File: src/rtl/dev_bus_slave.sv
// -----------------------------------------------------------------------------
// dev_bus_slave
//   Target that sits behind the 4-host round-robin device-bus arbiter.
//   Every access is decoded to one of three targets:
//     - local register bank (NREG x DW).
//       reg0 is CTRL and is writable by CPU hosts only.
//       reg NREG-1 is STATUS: sticky error bits plus a timeout counter.
//     - external peripheral port, with a req/ack handshake and a timeout.
//     - error responder, for unmapped addresses and for rd+wr together.
//
// Handshake (upstream side): the host raises rd_bus or wr_bus and holds it,
//   with address and data stable, until it sees ack_bus. ack_bus is a
//   one-cycle pulse, and data_bus_rd is valid only in that cycle. If the
//   strobe falls before ack_bus, the access is abandoned and no ack is sent.
//   Downstream side: ext_req is held until the first cycle in which ext_ack
//   is seen. ext_rdata is valid with ext_ack.
//
// Ports
//   clk, reset_n              clock, asynchronous active-low reset
//   add_bus, byte_en          access address and write byte enables
//   wr_bus, rd_bus            write / read strobes
//   data_bus_wr, cpu_bus      write data, CPU-host privilege qualifier
//   data_bus_rd, ack_bus      read data, completion pulse
//   ext_req/we/addr/be/wdata  external request channel
//   ext_rdata, ext_ack        external response channel
//   irq_err                   OR of the sticky STATUS error bits
// -----------------------------------------------------------------------------
module dev_bus_slave #(
   parameter int              AW       = 32,
   parameter int              DW       = 32,
   parameter int              BW       = 4,
   parameter int              WIN_BITS = 16,
   parameter int              LOC_BASE = 'h0000,
   parameter int              EXT_BASE = 'h0001,
   parameter int              NREG     = 16,
   parameter int              LOC_WAIT = 1,
   parameter int              EXT_TO   = 255,
   parameter logic [DW-1:0]   ERR_DATA = 32'hDEADBEEF
) (
   input  logic                clk,
   input  logic                reset_n,
   input  logic [AW-1:0]       add_bus,
   input  logic [BW-1:0]       byte_en,
   input  logic                wr_bus,
   input  logic                rd_bus,
   input  logic [DW-1:0]       data_bus_wr,
   input  logic                cpu_bus,
   output logic [DW-1:0]       data_bus_rd,
   output logic                ack_bus,
   output logic                ext_req,
   output logic                ext_we,
   output logic [WIN_BITS-1:0] ext_addr,
   output logic [BW-1:0]       ext_be,
   output logic [DW-1:0]       ext_wdata,
   input  logic [DW-1:0]       ext_rdata,
   input  logic                ext_ack,
   output logic                irq_err
);

   localparam int UW = AW - WIN_BITS;
   localparam int IW = $clog2(NREG);
   localparam int TW = $clog2(EXT_TO + 1);
   localparam logic [UW-1:0] LOC_WIN   = UW'(LOC_BASE);
   localparam logic [UW-1:0] EXT_WIN   = UW'(EXT_BASE);
   localparam logic [IW-1:0] CTRL_IDX  = '0;
   localparam logic [IW-1:0] STAT_IDX  = IW'(NREG - 1);
   localparam logic [2:0]    WAIT_INIT = 3'(LOC_WAIT);
   // ext_req stays high for exactly EXT_TO cycles before the access errors out.
   localparam logic [TW-1:0] TO_LAST   = TW'(EXT_TO - 1);

   typedef enum logic [2:0] {S_IDLE, S_LOC, S_EXT, S_EXT_ABORT, S_RESP} state_t;

   state_t          state_q;
   logic [2:0]      wait_q;
   logic [TW-1:0]   to_cnt_q;
   logic [DW-1:0]   regs_q [NREG];
   logic            sticky_to_q, sticky_err_q;
   logic [7:0]      to_count_q;
   logic            sticky_to_d, sticky_err_d;
   logic [7:0]      to_count_d;

   logic [DW-1:0]   data_bus_rd_q, ext_wdata_q;
   logic            ack_q, ext_req_q, ext_we_q, irq_q;
   logic [WIN_BITS-1:0] ext_addr_q;
   logic [BW-1:0]   ext_be_q;

   logic            strobe, in_loc, in_ext, illegal, loc_commit, to_expire;
   logic [IW-1:0]   idx;
   logic [DW-1:0]   status_rd, loc_rdata, wr_merged;

   assign strobe  = rd_bus | wr_bus;
   assign illegal = rd_bus & wr_bus;
   assign in_loc  = (add_bus[AW-1:WIN_BITS] == LOC_WIN);
   assign in_ext  = (add_bus[AW-1:WIN_BITS] == EXT_WIN);
   assign idx     = add_bus[IW+1:2];

   // Local write takes effect on the edge that moves LOC into RESP.
   assign loc_commit = (state_q == S_LOC) && strobe && (wait_q == '0) && wr_bus;
   // Timeout fires in EXT or EXT_ABORT only when no ext_ack arrives with it.
   assign to_expire  = ((state_q == S_EXT) || (state_q == S_EXT_ABORT)) &&
                       !ext_ack && (to_cnt_q == TO_LAST);

   assign status_rd = DW'({to_count_q, 6'b0, sticky_err_q, sticky_to_q});

   always_comb begin
      loc_rdata = (idx == STAT_IDX) ? status_rd : regs_q[idx];
      wr_merged = regs_q[idx];
      for (int b = 0; b < BW; b++) begin
         if (byte_en[b]) wr_merged[8*b +: 8] = data_bus_wr[8*b +: 8];
      end
   end

   // STATUS next state: W1C on bits[1:0] through byte lane 0, and a set
   // takes priority over a clear in the same cycle.
   always_comb begin
      logic clr_to, clr_err, set_err;
      clr_to      = loc_commit && (idx == STAT_IDX) && byte_en[0] && data_bus_wr[0];
      clr_err     = loc_commit && (idx == STAT_IDX) && byte_en[0] && data_bus_wr[1];
      set_err     = (state_q == S_IDLE) && strobe && (illegal || !(in_loc || in_ext));
      sticky_to_d  = to_expire | (sticky_to_q & ~clr_to);
      sticky_err_d = set_err | (sticky_err_q & ~clr_err);
      to_count_d   = (to_expire && (to_count_q != 8'hFF)) ? to_count_q + 8'd1 : to_count_q;
   end

   always_ff @(posedge clk or negedge reset_n) begin
      if (!reset_n) begin
         state_q       <= S_IDLE;
         wait_q        <= '0;
         to_cnt_q      <= '0;
         for (int i = 0; i < NREG; i++) regs_q[i] <= '0;
         sticky_to_q   <= 1'b0;
         sticky_err_q  <= 1'b0;
         to_count_q    <= '0;
         data_bus_rd_q <= '0;
         ack_q         <= 1'b0;
         ext_req_q     <= 1'b0;
         ext_we_q      <= 1'b0;
         ext_addr_q    <= '0;
         ext_be_q      <= '0;
         ext_wdata_q   <= '0;
         irq_q         <= 1'b0;
      end else begin
         // Response outputs are pulses; only the edge entering RESP sets them.
         ack_q         <= 1'b0;
         data_bus_rd_q <= '0;
         sticky_to_q   <= sticky_to_d;
         sticky_err_q  <= sticky_err_d;
         to_count_q    <= to_count_d;
         irq_q         <= sticky_to_d | sticky_err_d;

         case (state_q)
            S_IDLE: begin
               if (strobe) begin
                  if (illegal || !(in_loc || in_ext)) begin
                     state_q       <= S_RESP;
                     ack_q         <= 1'b1;
                     data_bus_rd_q <= ERR_DATA;
                  end else if (in_loc) begin
                     state_q <= S_LOC;
                     wait_q  <= WAIT_INIT;
                  end else begin
                     state_q     <= S_EXT;
                     ext_req_q   <= 1'b1;
                     ext_we_q    <= wr_bus;
                     ext_addr_q  <= add_bus[WIN_BITS-1:0];
                     ext_be_q    <= byte_en;
                     ext_wdata_q <= data_bus_wr;
                     to_cnt_q    <= '0;
                  end
               end
            end
            S_LOC: begin
               if (!strobe) begin
                  state_q <= S_IDLE;
               end else if (wait_q != '0) begin
                  wait_q <= wait_q - 3'd1;
               end else begin
                  state_q <= S_RESP;
                  ack_q   <= 1'b1;
                  if (wr_bus) begin
                     // CTRL ignores non-CPU writes; STATUS is handled above.
                     if ((idx != STAT_IDX) && ((idx != CTRL_IDX) || cpu_bus))
                        regs_q[idx] <= wr_merged;
                  end else begin
                     data_bus_rd_q <= loc_rdata;
                  end
               end
            end
            S_EXT, S_EXT_ABORT: begin
               if (ext_ack || to_expire) begin
                  ext_req_q <= 1'b0;
                  if ((state_q == S_EXT) && strobe) begin
                     state_q <= S_RESP;
                     ack_q   <= 1'b1;
                     if (!ext_ack)      data_bus_rd_q <= ERR_DATA;
                     else if (!ext_we_q) data_bus_rd_q <= ext_rdata;
                  end else begin
                     // Abandoned access: the response is discarded.
                     state_q <= S_IDLE;
                  end
               end else begin
                  to_cnt_q <= to_cnt_q + 1'b1;
                  if ((state_q == S_EXT) && !strobe) state_q <= S_EXT_ABORT;
               end
            end
            S_RESP: state_q <= S_IDLE;
            default: state_q <= S_IDLE;
         endcase
      end
   end

   assign data_bus_rd = data_bus_rd_q;
   assign ack_bus     = ack_q;
   assign ext_req     = ext_req_q;
   assign ext_we      = ext_we_q;
   assign ext_addr    = ext_addr_q;
   assign ext_be      = ext_be_q;
   assign ext_wdata   = ext_wdata_q;
   assign irq_err     = irq_q;

endmodule

File: config.mk
export PLATFORM = sky130hd
export DESIGN_NAME = dev_bus_slave
export DESIGN_NICKNAME = d
export VERILOG_FILES = /design/src/rtl/dev_bus_slave.sv
export SDC_FILE = /design/constraint.sdc
export NUM_CORES = 1
export LEC_CHECK = 0
export ABC_AREA = 1
export CAP_MARGIN = 0
export CORE_AREA = 2 2 358 360
export DETAILED_ROUTE_END_ITERATION = 10
export DIE_AREA = 0 0 360 362
export PLACE_DENSITY_LB_ADDON = 0.2
export SYNTH_ARGS = -nofsm -noshare
export SYNTH_HDL_FRONTEND = slang
export SYNTH_SLANG_ARGS = --single-unit
File: constraint.sdc
create_clock -name clk -period 2 [get_ports clk]
set_input_delay 0.2 -clock clk [delete_from_list [all_inputs] [get_ports clk]]
set_output_delay 0.2 -clock clk [all_outputs]
set_load 0.01 [all_outputs]
**Word-level counts from Yosys, hierarchy flattened**

Index checks and enable logic that the tools add are counted.

- Output and inout port bits: 88
- Input bits: 106
- Register bits after elaboration: 624
- Logic and storage cells: 157

- Muxes and demuxes: 53
- Equal/unequal tests: 18
- Bitwise logic cells: 13
- $lt $le $gt $ge: 2
- Add/sub/neg operators: 3
- Reduce and logical (&&, ||, !) cells: 38

Operators with widths:

| cell | count |
|---|---|
| 512-bit bitwise mux | 1 |
| 32-bit 2-to-1 mux | 13 |
| 32-bit binary-select mux with 4-bit select | 1 |
| 32-bit demux with 4-bit select | 1 |
| 32-bit case mux with 3 select lines | 1 |
| 8-bit 2-to-1 mux | 8 |
| 3-bit 2-to-1 mux | 12 |
| 8-bit by 1-bit adder with 8-bit output, second input constant | 2 |
| 16-bit by 1-bit == test with 1-bit output, second input constant | 1 |
| 1-bit logical AND | 16 |
| 16-bit logical NOT | 1 |
| 8-bit case mux with 2 select lines | 1 |
| 5-bit AND reduction | 3 |
| 2-bit != test, second input constant | 7 |
| 1-bit 2-to-1 mux | 10 |
| 3-bit case mux with 3 select lines | 1 |
| 8-bit == test, second input constant | 1 |
| 8-bit != test, second input constant | 1 |
| 3-bit by 2-bit == test with 1-bit output, second input constant | 2 |
| 3-bit logical NOT | 2 |
| 3-bit != test, second input constant | 2 |
| 3-bit case mux with 2 select lines | 1 |
| 6-bit AND reduction | 1 |
| 5-bit >= comparator, second input constant | 1 |
| 21 further kinds | 37 |

**Logic depth before layout (Yosys ltp)**

- Depth in word-level cells: 11
- Depth in mapped cells: 15

**Worst setup path after synthesis**

OpenSTA, ideal clock, no wires.

- Kind: register to register
- From: register wait_q[0]
- To: register regs_q[511] in the netlist's numbering
- Cell stages (with the launch flop): 14
- Slack: 0.104 ns
- Setup time: 0.118 ns
- Buffers on the path: 1
- Arrival time: 1.778 ns
- Data required time: 1.882 ns
- Cell sequence: dfrtp_1 > inv_1 > ha_1 > ha_1 > nand4_1 > nor2_1 > inv_2 > nor2_8 > nand2_4 > nor2_4 > inv_2 > buf_2 > nand2_1 > nand2_1

- Longest elaborated chain between the ends: 3

Ends and longest elaborated chain:

| element | line | RTL |
|---|---|---|
| start: declaration | 74 | `logic [2:0] wait_q;` |
| start signal: assignment | 176 | `wait_q <= wait_q - 3'd1;` |
| 3-bit nonzero test | 175 | `end else if (wait_q != '0) begin` |
| 1-bit NOT (no line) | n/a |  |
| 5-bit AND reduction (no line) | n/a |  |
| end signal: indexed assignment | 183 | `regs_q[idx] <= wr_merged;` |
| end: declaration | 76 | `logic [DW-1:0] regs_q [NREG];` |

Every way passes these cells.
A chain may end at the register's enable or synchronous reset.

**Final worst setup path**

- From: register wait_q[0]
- To: register regs_q[424] in the netlist's numbering

Same word-level chain as after synthesis.

==> results.cfg <==
[timing]
holdWs_ns = 0.0877
rsz0062_at_grt = true
report.final.slew_viol_count = 0
tightestPinTransition_ns = 0.662
fin_crit_ns = 2.32
finClkSkew_ns = 0.0184
hold_viol_final = 0
max_freq_mhz = 431
timing.final.ws_setup_ns = -0.319
timing.final.crit_share_pct = 116
slew_headroom_pct = 55.8
setup_violations = 480
tns_ns = -120.81

[logic_synthesis]
synth_fp_nets = 4494
yosysTopAreaCellShare_pct = 49.7
ys_ff_latch = 624
ys_types = 30
syn_area_per_cell_um2 = 7.16
yosys-top-cells-area = dfrtp_1 50%, nand2_1 30%, nand3_1 8.5%, buf_2 2.8%, clkbuf_1 1.1%
ys_seq_area_share_pct = 49.7
netlist_instances = 4383
syn_area_um2 = 31400
yosysTopAreaCell = dfrtp_1
yosys_warnings = 0

[status]
violations = setup timing
status = finished, violations left

[detailed_routing]
ant_nets = 0
routedWlPerCell_um = 20.9
drc = 0
initialDrtViolationCount = 2739
dr.pass1.iters = 6
via_count = 30100
vias_per_cell = 4.68
wl_mm = 134

[clock_network]
cts.reportedPaths.clkPinSlew_ns = 0.06
clock_path_buffers = 3
cts_tree = built
htreeDepth = 3
cts.sinks = 624
ctsRootBufferMaster = clkbuf_16
clkLatencyLatePin_ns = 0.64
cts_inserted_buffers = 71

[finish]
drive_gt1_share_pct = 13.3
design_area_um2 = 41400
finalNonFillerCells = 6429
syn_to_final_growth_pct = 31.7
final_nets = 4826

[global_routing]
grt_pass1_wl_mm = 197
grt-ovfl-total = 0
grtUsageTotal_pct = 20.0
grt_max_degree = 67
grt_pass1_vias = 29200
antenna_found_initial = 3

[die]
ios = 194
core_um2 = 127000
rows = 131
dieArea_um2 = 130000
die_w_um = 360
die_h_um = 362
start_util_pct = 24.8

[worst_setup_path]
reg2reg_from = wait_q[0]
cp-start-kind = flip-flop
crit_fanout = 9
crit_path_cell_trace = inv_1, ha_2, ha_4, nand4_1, nor2_1, buf_4, inv_6, nor2_8, nand2_8, nor2_4, buf_12, clkbuf_16, nand3_1, nand2_1
critPathMaxStageDelay_ns = 0.39
r2r_cells = 14
critPathSlowestCell = dfrtp_1
cp.arrival_ns = 2.88
crit_required_ns = 2.56
critPathLaunch = wait_q[0]
r2r_end = regs_q[424]
end_kind = flip-flop
reg2reg_slack_ns = -0.32
criticalPathCategory = flip-flop to flip-flop

[placement]
gp_congestion = 0.823
place_area_um2 = 38000
hpwl_mm = 86.6
portBuffers = 193
dp.cells = 6273

[power]
p_leak_nw = 22.5
total_power_mw = 29.8
power.density_nw_per_um2 = 721
ir_drop_mv = 0.437

[run]
maxCapViolCount = 0

[hold_path]
holdCritPathClass = input pin to asynchronous set/reset pin
==> area by class of cell <==
type	instances	area [um2]
Fill cell	13500	85300
Clock inverter	15	145
Antenna cell	1	2.50
Tap cell	1662	2080
Clock buffer	109	2210
Timing Repair Buffer	571	6840
Sequential cell	624	15600
Inverter	101	452
Multi-Input combinational cell	3346	14000
==> worst max-delay path, delay by kind of cell (launching register included) <==
family                     cells  cell delay [ns]
and+or+nand+nor                7             0.89
buffers and inverters          5             0.64
DFF                            1             0.39
adders and majority gates      2             0.31
==> layout by cell type (no fill, tap or decap), types with 7 or more instances in the layout <==
cell type	count
buf_16	10
nand3_2	12
nand2_2	65
o21ai_1	25
o21ai_0	43
buf_12	130
nor2_1	77
clkbuf_8	25
buf_4	212
clkbuf_1	11
nand2_4	9
buf_6	13
inv_2	14
nand2_1	2493
inv_1	73
xor2_1	8
nand3_1	523
clkbuf_16	82
clkinv_2	7
clkdlybuf4s50_1	190
nor2_4	19
a21oi_1	35
dfrtp_1	624
==> where the power goes <==
part | total, mW | internal, mW | switching, mW
Sequential | 13.0 | 12.9 | 0.105
Clock | 13.6 | 7.86 | 5.70
Combinational | 3.23 | 1.27 | 1.96
==> what timing repair did <==
item | 4_1_cts | 5_1_grt
hold endpoints to repair | 286 | 0
buffers inserted | 12 | 2
gates resized for setup | 74 | 55
cloned | 8 | 9
pin swaps | 16 | 20
hold buffers | 1 | 0
setup endpoints to repair | 480 | 483
==> metrics by stage <==
stage | utilization (%) | worst slack, ns
final | 32.6 | -0.319
after global routing | 32.6 | -0.388
after CTS | 32.3 | -0.290
after detailed placement | 30.0 | -0.454
after global placement | 30.0 | -0.390
after floorplan | - | 0.104
==> routing by layer <==
metal	vias up	track usage (%)	share of wire, %
li1	14200	-	-
met1	14700	28.1	46
met2	974	31.9	45
met3	175	3.02	6.4
met4	4	5.32	2.6
met5	-	0	0.018
==> logic make-up (layout without fill, tap and decap cells) <==
kind of cell	Yosys count	after routing	share of synthesized area (%)
AO/OA/AOI/OAI	111	111	1.81
buffers and inverters	413	796	6.38
adder cells (fa/ha/maj)	5	5	0.199
flip-flops	624	624	49.7
AND/OR/NAND/NOR	3219	3219	41.6
other	0	1	0
XOR/XNOR	11	11	0.307
==> synthesized netlist by cell type <==
master    count
or2_2         6
buf_1         1
nor3_1        3
o21ai_0      43
nor2_4       16
nand2_4       5
inv_4         1
clkbuf_1     89
nand2_1    2535
inv_1        75
buf_4        36
a21boi_0      2
o22ai_1       6
nor2_1       77
clkinv_1      4
o21ai_1      25
buf_6        13
buf_2       173
nor2_2        5
nand3b_1      2
nor2_8        1
xor2_1        8
ha_1          5
a21oi_1      35
inv_2        21
dfrtp_1     624
nand4_1       6
nand3_1     535
nand2_2      28
xnor2_1       3
==> state kept, by name, summed over array words and instances (netlist names) <==
signal and flops:
wait_q 3, to_count_q 8, regs_q 512, ext_req 1, sticky_err_q 1, data_bus_rd 32, irq_err 1, ack_bus 1
ext_be 4, state_q 3, to_cnt_q 8, sticky_to_q 1, ext_addr 16, ext_wdata 32, ext_we 1
==> worst max-delay path by stage <==
stage / endpoint / slack [ns]
6_report: regs_q[424] / -0.32
5_1_grt: regs_q[117] / -0.39
4_1_cts: regs_q[298] / -0.29
3_5_place_dp: regs_q[141] / -0.45
3_3_place_gp: regs_q[157] / -0.39
2_1_floorplan: regs_q[511] / 0.10
Power figures use the tool's default switching activity.
